File: src/rtl/axi_stream_strip_header.sv
// axi_stream_strip_header
//   Removes an S-byte header (S = 1..DATA_BYTE_WD) from the front of each
//   AXI-Stream packet. The remaining payload is realigned to start at the MSB
//   byte lane, and keep/last are regenerated for the shortened packet. The
//   strip length for each packet arrives on its own valid/ready sideband.
//   Only one packet is in flight at a time.
//
// Ports
//   clk, rst                         clock, synchronous active-high reset
//   valid_in/data_in/keep_in/last_in upstream beat (byte 0 = data_in MSB byte)
//   ready_in                         upstream accept
//   valid_out/data_out/keep_out/last_out  realigned downstream beat
//   ready_out                        downstream accept
//   valid_strip/byte_strip_cnt       strip length S = byte_strip_cnt + 1
//   ready_strip                      strip length accept (only in IDLE)
module axi_stream_strip_header #(
    parameter int DATA_WD      = 32,
    parameter int DATA_BYTE_WD = DATA_WD / 8,
    parameter int BYTE_CNT_WD  = $clog2(DATA_BYTE_WD)
) (
    input  logic                    clk,
    input  logic                    rst,
    input  logic                    valid_in,
    input  logic [DATA_WD-1:0]      data_in,
    input  logic [DATA_BYTE_WD-1:0] keep_in,
    input  logic                    last_in,
    output logic                    ready_in,
    output logic                    valid_out,
    output logic [DATA_WD-1:0]      data_out,
    output logic [DATA_BYTE_WD-1:0] keep_out,
    output logic                    last_out,
    input  logic                    ready_out,
    input  logic                    valid_strip,
    input  logic [BYTE_CNT_WD-1:0]  byte_strip_cnt,
    output logic                    ready_strip
);
    // One extra bit so byte counts can represent the full range 0..DATA_BYTE_WD.
    localparam int                CNT_WD = BYTE_CNT_WD + 1;
    localparam logic [CNT_WD-1:0] LANES  = CNT_WD'(DATA_BYTE_WD);

    typedef enum logic [1:0] {
        ST_IDLE,
        ST_FIRST,
        ST_BODY,
        ST_FLUSH
    } state_t;

    state_t             state_reg, state_next;
    logic [CNT_WD-1:0]  strip_reg, strip_next;   // S, header bytes to drop
    logic [CNT_WD-1:0]  tail_reg,  tail_next;    // bytes left for the flush beat
    logic [DATA_WD-1:0] hold_reg,  hold_next;    // leftover bytes, MSB-aligned

    logic [CNT_WD-1:0]       in_bytes;
    logic [CNT_WD-1:0]       extra_bytes;
    logic                    has_extra;
    logic [CNT_WD+2:0]       head_shift;
    logic [CNT_WD+2:0]       tail_shift;
    logic [DATA_WD-1:0]      head_data;
    logic [DATA_WD-1:0]      tail_data;
    logic [DATA_WD-1:0]      head_masked;
    logic [DATA_BYTE_WD-1:0] extra_keep;
    logic [DATA_WD-1:0]      extra_mask;
    logic [DATA_WD-1:0]      lane_mask;

    logic                    ready_in_c;
    logic                    ready_strip_c;
    logic                    valid_c;
    logic                    last_c;
    logic [DATA_BYTE_WD-1:0] keep_c;
    logic [DATA_WD-1:0]      raw_data;

    function automatic logic [DATA_BYTE_WD-1:0] msb_ones(input logic [CNT_WD-1:0] n);
        return ~({DATA_BYTE_WD{1'b1}} >> n);
    endfunction

    // Number of valid bytes in the incoming beat (keep is contiguous).
    always_comb begin
        in_bytes = '0;
        for (int i = 0; i < DATA_BYTE_WD; i++) begin
            in_bytes = in_bytes + CNT_WD'(keep_in[i]);
        end
    end

    assign has_extra   = in_bytes > strip_reg;
    assign extra_bytes = in_bytes - strip_reg;
    assign extra_keep  = msb_ones(extra_bytes);

    // head_data: bytes S..W-1 of the beat moved up to the MSB lanes (becomes hold).
    // tail_data: bytes 0..S-1 of the beat moved down to the LSB lanes, filling
    // the gap below the W-S held bytes. S=W makes hold empty and tail the whole beat.
    assign head_shift  = {strip_reg, 3'b000};
    assign tail_shift  = {LANES - strip_reg, 3'b000};
    assign head_data   = data_in << head_shift;
    assign tail_data   = data_in >> tail_shift;
    assign head_masked = head_data & extra_mask;

    for (genvar gi = 0; gi < DATA_BYTE_WD; gi++) begin : g_lane
        assign lane_mask[gi*8 +: 8]  = {8{keep_c[gi]}};
        assign extra_mask[gi*8 +: 8] = {8{extra_keep[gi]}};
    end

    always_ff @(posedge clk) begin
        if (rst) begin
            state_reg <= ST_IDLE;
            strip_reg <= '0;
            tail_reg  <= '0;
            hold_reg  <= '0;
        end else begin
            state_reg <= state_next;
            strip_reg <= strip_next;
            tail_reg  <= tail_next;
            hold_reg  <= hold_next;
        end
    end

    always_comb begin
        state_next    = state_reg;
        strip_next    = strip_reg;
        tail_next     = tail_reg;
        hold_next     = hold_reg;
        ready_in_c    = 1'b0;
        ready_strip_c = 1'b0;
        valid_c       = 1'b0;
        last_c        = 1'b0;
        keep_c        = '0;
        raw_data      = '0;

        case (state_reg)
            ST_IDLE: begin
                ready_strip_c = 1'b1;
                if (valid_strip) begin
                    strip_next = CNT_WD'(byte_strip_cnt) + CNT_WD'(1);
                    state_next = ST_FIRST;
                end
            end

            ST_FIRST: begin
                // The first beat only fills hold; nothing leaves yet.
                ready_in_c = 1'b1;
                if (valid_in) begin
                    if (!last_in) begin
                        hold_next  = head_data;
                        state_next = ST_BODY;
                    end else if (has_extra) begin
                        hold_next  = head_masked;
                        tail_next  = extra_bytes;
                        state_next = ST_FLUSH;
                    end else begin
                        // Whole packet was header: drop it silently.
                        state_next = ST_IDLE;
                    end
                end
            end

            ST_BODY: begin
                valid_c    = valid_in;
                ready_in_c = ready_out;
                raw_data   = hold_reg | tail_data;
                if (last_in && !has_extra) begin
                    keep_c = msb_ones(LANES - strip_reg + in_bytes);
                    last_c = 1'b1;
                end else begin
                    keep_c = '1;
                end
                if (valid_in && ready_out) begin
                    if (!last_in) begin
                        hold_next = head_data;
                    end else if (has_extra) begin
                        hold_next  = head_masked;
                        tail_next  = extra_bytes;
                        state_next = ST_FLUSH;
                    end else begin
                        state_next = ST_IDLE;
                    end
                end
            end

            ST_FLUSH: begin
                valid_c  = 1'b1;
                raw_data = hold_reg;
                keep_c   = msb_ones(tail_reg);
                last_c   = 1'b1;
                if (ready_out) begin
                    state_next = ST_IDLE;
                end
            end

            default: begin
                state_next = ST_IDLE;
            end
        endcase
    end

    // Outputs are forced quiet for the whole reset cycle, even though the
    // state register only clears at the edge.
    assign ready_in    = !rst && ready_in_c;
    assign ready_strip = !rst && ready_strip_c;
    assign valid_out   = !rst && valid_c;
    assign last_out    = !rst && last_c;
    assign keep_out    = rst ? '0 : keep_c;
    assign data_out    = rst ? '0 : (raw_data & lane_mask);

endmodule
File: config.mk
export PLATFORM = sky130hd
export DESIGN_NAME = axi_stream_strip_header
export DESIGN_NICKNAME = d
export VERILOG_FILES = /design/src/rtl/axi_stream_strip_header.sv
export SDC_FILE = /design/constraint.sdc
export NUM_CORES = 1
export LEC_CHECK = 0
export ABC_AREA = 1
export CELL_PAD_IN_SITES_DETAIL_PLACEMENT = 2
export CELL_PAD_IN_SITES_GLOBAL_PLACEMENT = 2
export CORE_MARGIN = 8
export CORE_UTILIZATION = 23
export DETAILED_ROUTE_END_ITERATION = 10
export HOLD_SLACK_MARGIN = 0.06
export PLACE_DENSITY = 0.82
export SETUP_SLACK_MARGIN = 0.5
export SLEW_MARGIN = 20
export SYNTH_ARGS = -nofsm -noshare
export SYNTH_HDL_FRONTEND = slang
export SYNTH_SLANG_ARGS = --single-unit
File: constraint.sdc
create_clock -name clk -period 3.5 [get_ports clk]
set_clock_uncertainty 0.15 [all_clocks]
set_input_delay 0.7 -clock clk [delete_from_list [all_inputs] [get_ports clk]]
set_output_delay 0.7 -clock clk [all_outputs]
set_load 0.05 [all_outputs]
==> flow_metrics.tcl, run 1 <==
set metrics [dict create \
    wl_per_cell_microns 24.2 \
    drc 0 \
    final_antenna_net_count 0 \
    path_class "in -> out" \
    fmax_ghz 0.226 \
    die_h_microns 142 \
    whs_ns 0.329 \
    wirelength_microns 23000 \
    layout_setup_ws_ns -0.934 \
    vias_per_cell 5.20 \
    yosys.area.top_type_share_pct 22.0 \
    synth_top_family_by_area "simple AND/OR/NAND/NOR gates" \
    max_cap_viol_count 0 \
    synth-edff-count 0 \
    cp_cell_sequence "buf_8, inv_4, fa_1, inv_2, ha_4, ha_4, inv_2, fa_2, nor2_4, nor2_4, nand2_2, nand2_4, nor2_2, nand2_2, nand2_4, nand2_8, nand2_8, clkinvlp_4, buf_12" \
    synth_nets 685 \
    ys_async_sr_fraction_pct 0 \
    ios 84 \
    core_sq_um 15700 \
    gr-total-overflow 0 \
    final_util_pct 42.1 \
    min_period_ns 4.43 \
    slowest_stage "fa_1" \
    ys_dominant_reg_cell "dfxtp_1" \
    dp.cells 924 \
    crit_arrival_ns 3.58 \
    antennaDiodeCount 0 \
    max-clock-path-buffers 2 \
    yosys.area.top_type "dfxtp_1" \
    drive_gt1_share_pct 37.1 \
    worst_setup_path_end_kind "primary output" \
    largest_reg_flops 32 \
    cellPowerDensity_nw_per_um2 445 \
    hold_depth 2 \
    worstHoldStart "hold_reg[27]" \
    grt_max_degree 45 \
    synth_xor_area_share_pct 0 \
    layout_worst_path_cycle_share_pct 127 \
    place_area_sq_um 5640 \
    core.rowCount 46 \
    hold-path-endpoint "hold_reg[27]" \
    outcome "finished, violations left" \
    clock-sinks 40 \
    gp_congestion 0.850 \
    htree_num_levels 2 \
    stdcell_count 952 \
    die_x_microns 142 \
    ys_ff_latch 40 \
    area_delta_synth_final_pct 81.2 \
    fin_area_sq_um 6610 \
    r2r_start "strip_reg[2]" \
    cts_root_buf "clkbuf_16" \
    slowest_delay_ns 0.55 \
    synth_cell_type_count 32 \
    syn_area_per_cell_sq_um 5.84 \
    synth-simple-area-share_pct 36.9 \
    synthMuxAreaShare_pct 0 \
    hold_class "reg -> reg" \
    grt_pass1_vias 5356 \
    cts_tree "done" \
    r2r_slack_ns 0.88 \
    grt_pass1_wl_microns 32800 \
    cp_num_buf_inv 6 \
    via_count 4953 \
    drtPass1Iterations 4 \
    io_buffers 83 \
    max-vdd-ir-drop_v 0.000220 \
    rsz0062_at_grt "yes" \
    tns_ns -32.40 \
    r2r_cells 11 \
    start_kind "input pin" \
    reg2reg_to "hold_reg[6]" \
    yosys_warnings 0 \
    insertion_delay_ns 0.30 \
    synth_area_sq_um 3650 \
    antenna_found_initial 0 \
    fin_nets 795 \
    drv_slew 0 \
    synth.area.top_cells "dfxtp_1 (22%), nand2_1 (17%), nor2_1 (9.4%)" \
    initial_core_util_pct 23.2 \
    drt-initial-drc-count 327 \
    die_area_sq_um 20100 \
    path_clk_slew_ns 0.08 \
    tightest_slew_ns 0.790 \
    required_ns 2.65 \
    critPathTopFamily "adder cells" \
    leakage_nw 2.44 \
    numCtsBuffers 5 \
    seq_area_frac_synth_pct 22.0 \
    dp_hpwl_microns 14400 \
    critPathMaxFanout 5 \
    track_usage_pct 21.4 \
    synth-compound-area-share_pct 21.1 \
    relSlewSlack_pct 46.7 \
    failed_checks "negative setup slack" \
    setup_viol 39 \
    synthAdderAreaFrac_pct 6.11 \
    hold_violations 0 \
    syn_inst 625 \
]
==> worst max path at each step <==
stage | start | end | slack, ns | cells after the start
6_report | keep_in[0] | keep_out[3] | -0.93 | 19
2_1_floorplan | keep_in[3] | data_out[16] | -0.49 | 18
3_3_place_gp | keep_in[3] | data_out[17] | -1.22 | 20
4_1_cts | keep_in[3] | data_out[17] | -0.87 | 20
5_1_grt | keep_in[0] | data_out[17] | -1.00 | 20
3_5_place_dp | keep_in[3] | keep_out[3] | -1.44 | 19
==> placed cells by master (no fill, tap or decap), types with 2 or more instances in the layout <==
| cell | synthesis | layout |
|---|---|---|
| buf_12 | 0 | 46 |
| o21ai_2 | 1 | 10 |
| ha_2 | 0 | 2 |
| clkinv_4 | 1 | 3 |
| nand3_2 | 7 | 12 |
| nor2_1 | 91 | 43 |
| buf_8 | 1 | 2 |
| nand2_2 | 7 | 14 |
| clkbuf_16 | 0 | 5 |
| inv_2 | 5 | 8 |
| inv_1 | 69 | 58 |
| clkdlybuf4s50_1 | 0 | 40 |
| fa_2 | 0 | 2 |
| dfxtp_1 | 40 | 39 |
| nand3_4 | 0 | 7 |
| nor2_4 | 2 | 47 |
| ha_1 | 13 | 6 |
| a21oi_2 | 0 | 23 |
| a21oi_1 | 63 | 34 |
| nand2_4 | 1 | 8 |
| a32oi_1 | 8 | 8 |
| nand2_1 | 167 | 145 |
| a21oi_4 | 0 | 6 |
| nand4_1 | 2 | 2 |
| nand2_8 | 0 | 10 |
| ha_4 | 0 | 5 |
| a22o_1 | 7 | 7 |
| nor2_2 | 0 | 3 |
| buf_6 | 5 | 10 |
| clkinvlp_4 | 0 | 4 |
| o21ai_0 | 54 | 44 |
| inv_4 | 0 | 3 |
| nand3_1 | 39 | 27 |
| a22oi_1 | 3 | 3 |
| o21ai_1 | 3 | 4 |
| buf_4 | 6 | 37 |
==> logic make-up (layout without fill, tap and decap cells) <==
group / count (synthesis) / count (layout)
buffers and inverters: 110 / 219
AO/OA/AOI/OAI: 140 / 140
AND/OR/NAND/NOR: 319 / 321
flip-flops: 40 / 40
adder cells (fa/ha/maj): 16 / 16
==> routing by layer <==
metal / wire, microns / vias to the layer above / share of wire, % / track usage [%]
met5: 0 / - / 0 / 0
met4: 920 / 0 / 4.0 / 7.46
met3: 1290 / 56 / 5.6 / 3.80
met2: 11800 / 188 / 51 / 38.7
met1: 9070 / 2472 / 39 / 24.6
li1: - / 2237 / - / -
==> synth_stat cells (8+ instances only) <==
| cell | count |
|---|---|
| nand2_1 | 167 |
| nor2_1 | 91 |
| inv_1 | 69 |
| a21oi_1 | 63 |
| o21ai_0 | 54 |
| dfxtp_1 | 40 |
| nand3_1 | 39 |
| buf_2 | 14 |
| ha_1 | 13 |
| a32oi_1 | 8 |
==> report_power, final <==
part | leakage, nW | switching, mW | internal (mW)
clock | 0.0840 | 0.232 | 0.340
combinational | 2.03 | 1.14 | 0.636
sequential | 0.326 | 0.0568 | 0.533
==> per-stage QoR <==
step,worst slack (ns),power (mW)
floorplan,-0.490,1.38
global placement,-1.22,1.77
detailed placement,-1.44,1.85
CTS,-0.872,2.62
global route,-1.00,3.06
finish,-0.934,2.94
==> area by class of cell <==
class                           instances  area, sq um
Clock inverter                          3         47.5
Fill cell                            1769         9100
Timing Repair Buffer                  136         1750
Clock buffer                            5          125
Tap cell                              216          270
Sequential cell                        40          802
Multi-Input combinational cell        477         3300
Inverter                               75          317
==> what timing repair did <==
item,CTS,global route
buffers inserted,10,8
resized for setup,77,81
cloned,2,0
pin swaps,30,73
hold buffers,0,0
setup endpoints to repair,74,75
==> tightest hold or removal path, cell delays in order (launching register included) <==
cell and delay, ns:
dfxtp_1 0.32, nand2_1 0.06, a21oi_1 0.05
Power figures use the tool's default switching activity.
==> inputs of run 2 (changes only) <==
--- a/config.mk
+++ b/config.mk
@@ -6,13 +6,11 @@
 export NUM_CORES = 1
 export LEC_CHECK = 0
 export ABC_AREA = 1
-export CELL_PAD_IN_SITES_DETAIL_PLACEMENT = 2
-export CELL_PAD_IN_SITES_GLOBAL_PLACEMENT = 2
 export CORE_MARGIN = 8
-export CORE_UTILIZATION = 23
+export CORE_UTILIZATION = 46
 export DETAILED_ROUTE_END_ITERATION = 10
 export HOLD_SLACK_MARGIN = 0.06
-export PLACE_DENSITY = 0.82
+export PLACE_DENSITY = 0.83
 export SETUP_SLACK_MARGIN = 0.5
 export SLEW_MARGIN = 20
 export SYNTH_ARGS = -nofsm -noshare
==> run 2 against run 1 <==
  * Highest routed layer unchanged
  * Critical path type unchanged
  * Cell count down 12%
  * Clock power down 44%
  * Clock-buffer cell count unchanged
  * Cell area down 7.2%
  * Worst setup slack better by 0.072 ns
  * Combinational power down 11%
  * The flow still finishes with violations (negative setup slack)
  * Sequential cell count unchanged
  * Via count up 2.0%
  * First-iteration DRC count up 120%
  * Register-to-register slack better by 0.28 ns
  * Largest cell class unchanged
==> flow_metrics.tcl, run 2 (same netlist as run 1, synthesis figures left out) <==
set metrics [dict create \
    outcome "finished, violations left" \
    failed_checks "negative setup slack" \
    clock-sinks 40 \
    internal-power_mw 1.29 \
    path_common_cell "inv_2" \
    via_count 5054 \
    dp_hpwl_microns 10400 \
    final_common_cell "nand2_1" \
    track_usage_pct 26.2 \
    p_seq_share_pct 23.5 \
    cts_root_buf "clkbuf_8" \
    p_sw_mw 1.19 \
    cts_tree "done" \
    critPathTopFamily "adder cells" \
    crit_arrival_ns 3.51 \
    required_ns 2.65 \
    r2r_slack_ns 1.16 \
    multi_input_area_sq_um 3110 \
    fin_area_sq_um 6130 \
    layout_worst_path_cycle_share_pct 125 \
    wl_per_cell_microns 19.5 \
    worst_setup_path_end_kind "primary output" \
    grt_pass1_vias 4787 \
    max_cap_viol_count 0 \
    drive_gt1_share_pct 32.2 \
    grt_pass1_wl_microns 23800 \
    htree_num_levels 2 \
    path_clk_slew_ns 0.09 \
    ctsHoldBuffers 0 \
    wirelength_microns 16300 \
    core.rowCount 32 \
    cellPowerDensity_nw_per_um2 404 \
    seqCellArea_sq_um 802 \
    max-vdd-ir-drop_v 0.000331 \
    initial_core_util_pct 47.4 \
    fmax_ghz 0.229 \
    cp_num_buf_inv 7 \
    relSlewSlack_pct 50.3 \
    drc 0 \
    gp_congestion 0.959 \
    critPathMaxFanout 4 \
    numCtsBuffers 5 \
    core_sq_um 7690 \
    drtPass1Iterations 6 \
    r2r_start "strip_reg[2]" \
    cp_cell_sequence "buf_6, inv_2, fa_1, inv_2, ha_4, ha_4, inv_2, fa_2, nor2_1, nor2_1, nand2_1, nand2_2, buf_4, o21ai_2, nand2_4, nand2_4, clkinvlp_4, buf_12" \
    final_antenna_net_count 0 \
    leakage_nw 2.34 \
    crit_start "keep_in[0]" \
    worstHoldStart "hold_reg[22]" \
    antenna_found_initial 0 \
    area_delta_synth_final_pct 68.1 \
    clkPwrFrac_pct 12.8 \
    die_area_sq_um 11000 \
    drv_slew 0 \
    setup_viol 42 \
    die_h_microns 105 \
    slowest_stage "fa_1" \
    min_period_ns 4.36 \
    grt_max_degree 73 \
    hold_violations 0 \
    gr-total-overflow 0 \
    vias_per_cell 6.05 \
    tightest_slew_ns 0.743 \
    hold_class "reg -> reg" \
    slowest_delay_ns 0.55 \
    max-clock-path-buffers 2 \
    io_buffers 83 \
    final_util_pct 79.7 \
    place_area_sq_um 5500 \
    p_sw_share_pct 48.0 \
    path_class "in -> out" \
    ios 84 \
    die_x_microns 105 \
    insertion_delay_ns 0.30 \
    antennaDiodeCount 0 \
    largest_reg_flops 32 \
    p_comb_share_pct 63.7 \
    rsz0062_at_grt "yes" \
    start_kind "input pin" \
    fillers 497 \
    final_cell_mix "nand2_1 (152), inv_1 (57), nor2_1 (48), o21ai_0 (48), a21oi_1 (46)" \
    drt-initial-drc-count 715 \
    layout_setup_ws_ns -0.862 \
    fin_nets 794 \
]
## run 2: cell types whose count changed in the layout (fill, tap and decap cells not counted), sizes merged
cell,previous run,this run
nand2,177,179
bufinv,1,0
inv,70,69
clkinvlp,4,5
buf,96,93
## run 2: worst register-to-register path: stages (launching register included)
cell and delay [ns]:
dfxtp_1 0.42, inv_2 0.17, ha_4 0.31, a21oi_2 0.19
nand2_4 0.09, nand2_2 0.08, nand2_2 0.07, buf_4 0.15
nand2_4 0.08, clkinv_4 0.09, buf_4 0.16, nor2_1 0.16
nor2_1 0.10
## run 2: what timing repair did
action / in CTS / in global routing
setup endpoints to repair: 75 / 74
setup buffers: 5 / 12
cloned: 2 / 2
pin swaps: 35 / 42
endpoints found under the hold margin: 0 / 0
gates resized for setup: 61 / 49
## run 2: final cells by class
class                      count  share of cell area, %
sequential                    40                   13.1
clock inverter                 2                  0.204
clock buffer                   5                   1.12
tap                          102                   2.08
inverter                      75                   5.25
timing repair buffer         133                   27.6
multi-input combinational    479                   50.7
## run 2: stage by stage
step	worst slack (ns)	cells	power [mW]	hold WS, ns	setup TNS (ns)
2_1_floorplan	-0.490	625	1.38	0.280	-16.02
3_3_place_gp	-1.18	808	1.73	0.294	-55.39
3_5_place_dp	-1.27	808	1.77	0.305	-59.92
4_1_cts	-0.768	822	2.21	0.318	-26.30
5_1_grt	-0.901	836	2.59	0.332	-31.41
6_report	-0.862	836	2.48	0.321	-29.56
## run 2: final timing paths
path,end,cells after the start
worst min-delay path,hold_reg[22],2
worst max register to register,hold_reg[5],12
worst min register to register,hold_reg[22],2
worst max-delay path,keep_out[0],18
## run 2: power by group through the flow
stage,sequential (mW),clock [mW],combinational [mW]
2_1_floorplan,0.575,0,0.807
3_3_place_gp,0.582,0,1.15
3_5_place_dp,0.587,0,1.19
4_1_cts,0.576,0.314,1.32
5_1_grt,0.588,0.336,1.66
6_report,0.582,0.318,1.58
## run 2: per-layer routing
layer | part of all wire (%) | up-vias | global-route usage (%) | routed length, microns
met1 | 35 | 2266 | 29.8 | 5790
met4 | 6.9 | 0 | 13.0 | 1120
li1 | - | 2239 | - | -
met3 | 11 | 126 | 6.02 | 1860
met2 | 46 | 423 | 45.2 | 7550
met5 | 0 | - | 0 | 0
==> inputs of run 3 (changes only) <==
--- a/config.mk
+++ b/config.mk
@@ -6,11 +6,14 @@
 export NUM_CORES = 1
 export LEC_CHECK = 0
 export ABC_AREA = 1
+export CAP_MARGIN = 20
+export CORE_ASPECT_RATIO = 1.5
 export CORE_MARGIN = 8
 export CORE_UTILIZATION = 46
 export DETAILED_ROUTE_END_ITERATION = 10
 export HOLD_SLACK_MARGIN = 0.06
 export PLACE_DENSITY = 0.83
+export RECOVER_POWER = 25
 export SETUP_SLACK_MARGIN = 0.5
 export SLEW_MARGIN = 20
 export SYNTH_ARGS = -nofsm -noshare
==> run 3 against run 2 <==
  * The flow still finishes with violations (negative setup slack)
  * First-iteration DRC count fell by 29%
  * Power up 13%
  * Critical path depth increased by 2
  * Die area increased by 0.53%
  * Utilization increased by 1.2 points
  * Critical endpoint is now data_out[9]
==> flow_metrics.tcl, run 3 (same netlist as run 1, synthesis figures left out) <==
set metrics [dict create \
    outcome "finished, violations left" \
    failed_checks "negative setup slack" \
    ios 84 \
    cellPowerDensity_nw_per_um2 442 \
    max-vdd-ir-drop_v 0.000388 \
    hold_class "reg -> reg" \
    numCtsBuffers 5 \
    gr-total-overflow 0 \
    path_class "in -> out" \
    worst_setup_path_end_kind "primary output" \
    final_antenna_net_count 0 \
    grt_pass1_vias 4839 \
    dp_hpwl_microns 10300 \
    rsz0062_at_grt "yes" \
    core_sq_um 7860 \
    track_usage_pct 27.7 \
    r2r_cells 14 \
    initial_core_util_pct 46.4 \
    leakage_nw 2.44 \
    final_cell_mix "nand2_1 (141), inv_1 (55), o21ai_0 (53)" \
    tightest_slew_ns 0.793 \
    max-clock-path-buffers 2 \
    hold-path-endpoint "hold_reg[27]" \
    cts_root_buf "clkbuf_16" \
    crit_arrival_ns 3.49 \
    whs_ns 0.315 \
    insertion_delay_ns 0.29 \
    die_h_microns 125 \
    gp_congestion 0.937 \
    layout_worst_path_cycle_share_pct 124 \
    wl_per_cell_microns 21.0 \
    fmax_ghz 0.231 \
    worstHoldStart "hold_reg[27]" \
    fillers 461 \
    p_sw_share_pct 46.2 \
    path_clk_slew_ns 0.07 \
    layout_setup_ws_ns -0.835 \
    drtPass1Iterations 5 \
    max_cap_viol_count 0 \
    required_ns 2.65 \
    critPathMaxFanout 9 \
    p_comb_share_pct 61.8 \
    start_kind "input pin" \
    hold_violations 0 \
    htree_num_levels 2 \
    fin_nets 787 \
    core.rowCount 40 \
    via_count 5096 \
    grt_pass1_wl_microns 24100 \
    min_period_ns 4.34 \
    drv_slew 0 \
    io_buffers 83 \
    p_sw_mw 1.30 \
    clock-sinks 40 \
    reg2reg_to "hold_reg[28]" \
    vias_per_cell 6.12 \
    final_util_pct 81.0 \
    p_seq_share_pct 21.0 \
    setup_viol 38 \
    largest_reg_flops 32 \
    crit_start "keep_in[1]" \
    die_x_microns 88.7 \
    cts_tree "done" \
    drive_gt1_share_pct 34.6 \
    internal-power_mw 1.51 \
    drt-initial-drc-count 506 \
    hold_depth 2 \
    area_delta_synth_final_pct 74.4 \
    final_common_cell "nand2_1" \
    antenna_found_initial 0 \
    relSlewSlack_pct 46.6 \
    wirelength_microns 17500 \
    die_area_sq_um 11100 \
    clkPwrFrac_pct 17.2 \
    tns_ns -28.75 \
    r2r_slack_ns 1.05 \
    grt_max_degree 73 \
    drc 0 \
    r2r_start "strip_reg[2]" \
    antennaDiodeCount 0 \
]
run 3: cell count changes in the layout (fill, tap and decap cells not counted), moves of 4 or more:
| cell | previous run | this run |
|---|---|---|
| buf_4 | 35 | 23 |
| nand2_1 | 152 | 141 |
| nor2_2 | 0 | 8 |
| a21oi_1 | 46 | 40 |
| a21oi_2 | 14 | 20 |
| clkbuf_16 | 0 | 6 |
| nand2_2 | 10 | 16 |
| nor2_4 | 45 | 39 |
| o21ai_0 | 48 | 53 |
| clkbuf_8 | 5 | 1 |
| nand3_1 | 33 | 29 |
run 3: cell type report:
| class | instances | area [sq um] | share of cell area, % |
|---|---|---|---|
| inverters | 75 | 329 | 5.17 |
| flip-flops and latches | 40 | 802 | 12.6 |
| repair buffers | 127 | 1740 | 27.4 |
| clock buffers | 8 | 146 | 2.30 |
| multi-input cells | 478 | 3210 | 50.5 |
| well taps | 105 | 131 | 2.06 |
run 3: metal layers:
metal | part of all wire, % | track usage [%]
met1 | 32 | 28.8
met3 | 11 | 5.97
met2 | 48 | 47.0
met5 | 0 | 0
met4 | 8.5 | 19.8
run 3: worst max-delay path, stage by stage:
cell     delay [ns]
buf_6          0.07
inv_2          0.03
fa_1           0.55
inv_2          0.05
ha_4           0.17
ha_4           0.28
inv_4          0.03
fa_2           0.39
inv_2          0.08
nand2_1        0.07
nand2_1        0.10
nand2_1        0.08
nand2_2        0.09
nor2_1         0.06
nand2_1        0.05
nand2_1        0.06
nand2_2        0.13
nand2_8        0.15
nor2_4         0.18
buf_12         0.15
run 3: power groups by stage:
stage	Sequential [mW]	Combinational [mW]	Clock, mW
floorplan	0.575	0.807	0
global placement	0.581	1.12	0
detailed placement	0.587	1.15	0
CTS	0.577	1.40	0.477
global route	0.597	1.81	0.498
finish	0.591	1.74	0.484
run 3: what timing repair did:
action,4_1_cts,5_1_grt
cloned,6,1
buffers inserted,4,10
setup endpoints to repair,75,71
resized for setup,61,80
pin swaps,35,33
hold buffers,0,0
run 3: stage by stage:
stage	std cells	power [mW]	worst slack (ns)	instance area (sq um)
after floorplan	625	1.38	-0.490	4070
after global placement	804	1.70	-1.17	5450
after detailed placement	804	1.74	-1.27	5450
after CTS	822	2.45	-0.763	5950
after global routing	833	2.90	-0.951	6360
final	833	2.81	-0.835	6360
run 3: how the worst max path moves through the flow:
| stage | endpoint | slack (ns) | cells after the start |
|---|---|---|---|
| after global routing | keep_out[1] | -0.95 | 19 |
| after CTS | keep_out[0] | -0.76 | 18 |
| after floorplan | data_out[16] | -0.49 | 18 |
| final | data_out[9] | -0.84 | 20 |
| after global placement | data_out[24] | -1.17 | 20 |
| after detailed placement | data_out[24] | -1.27 | 20 |
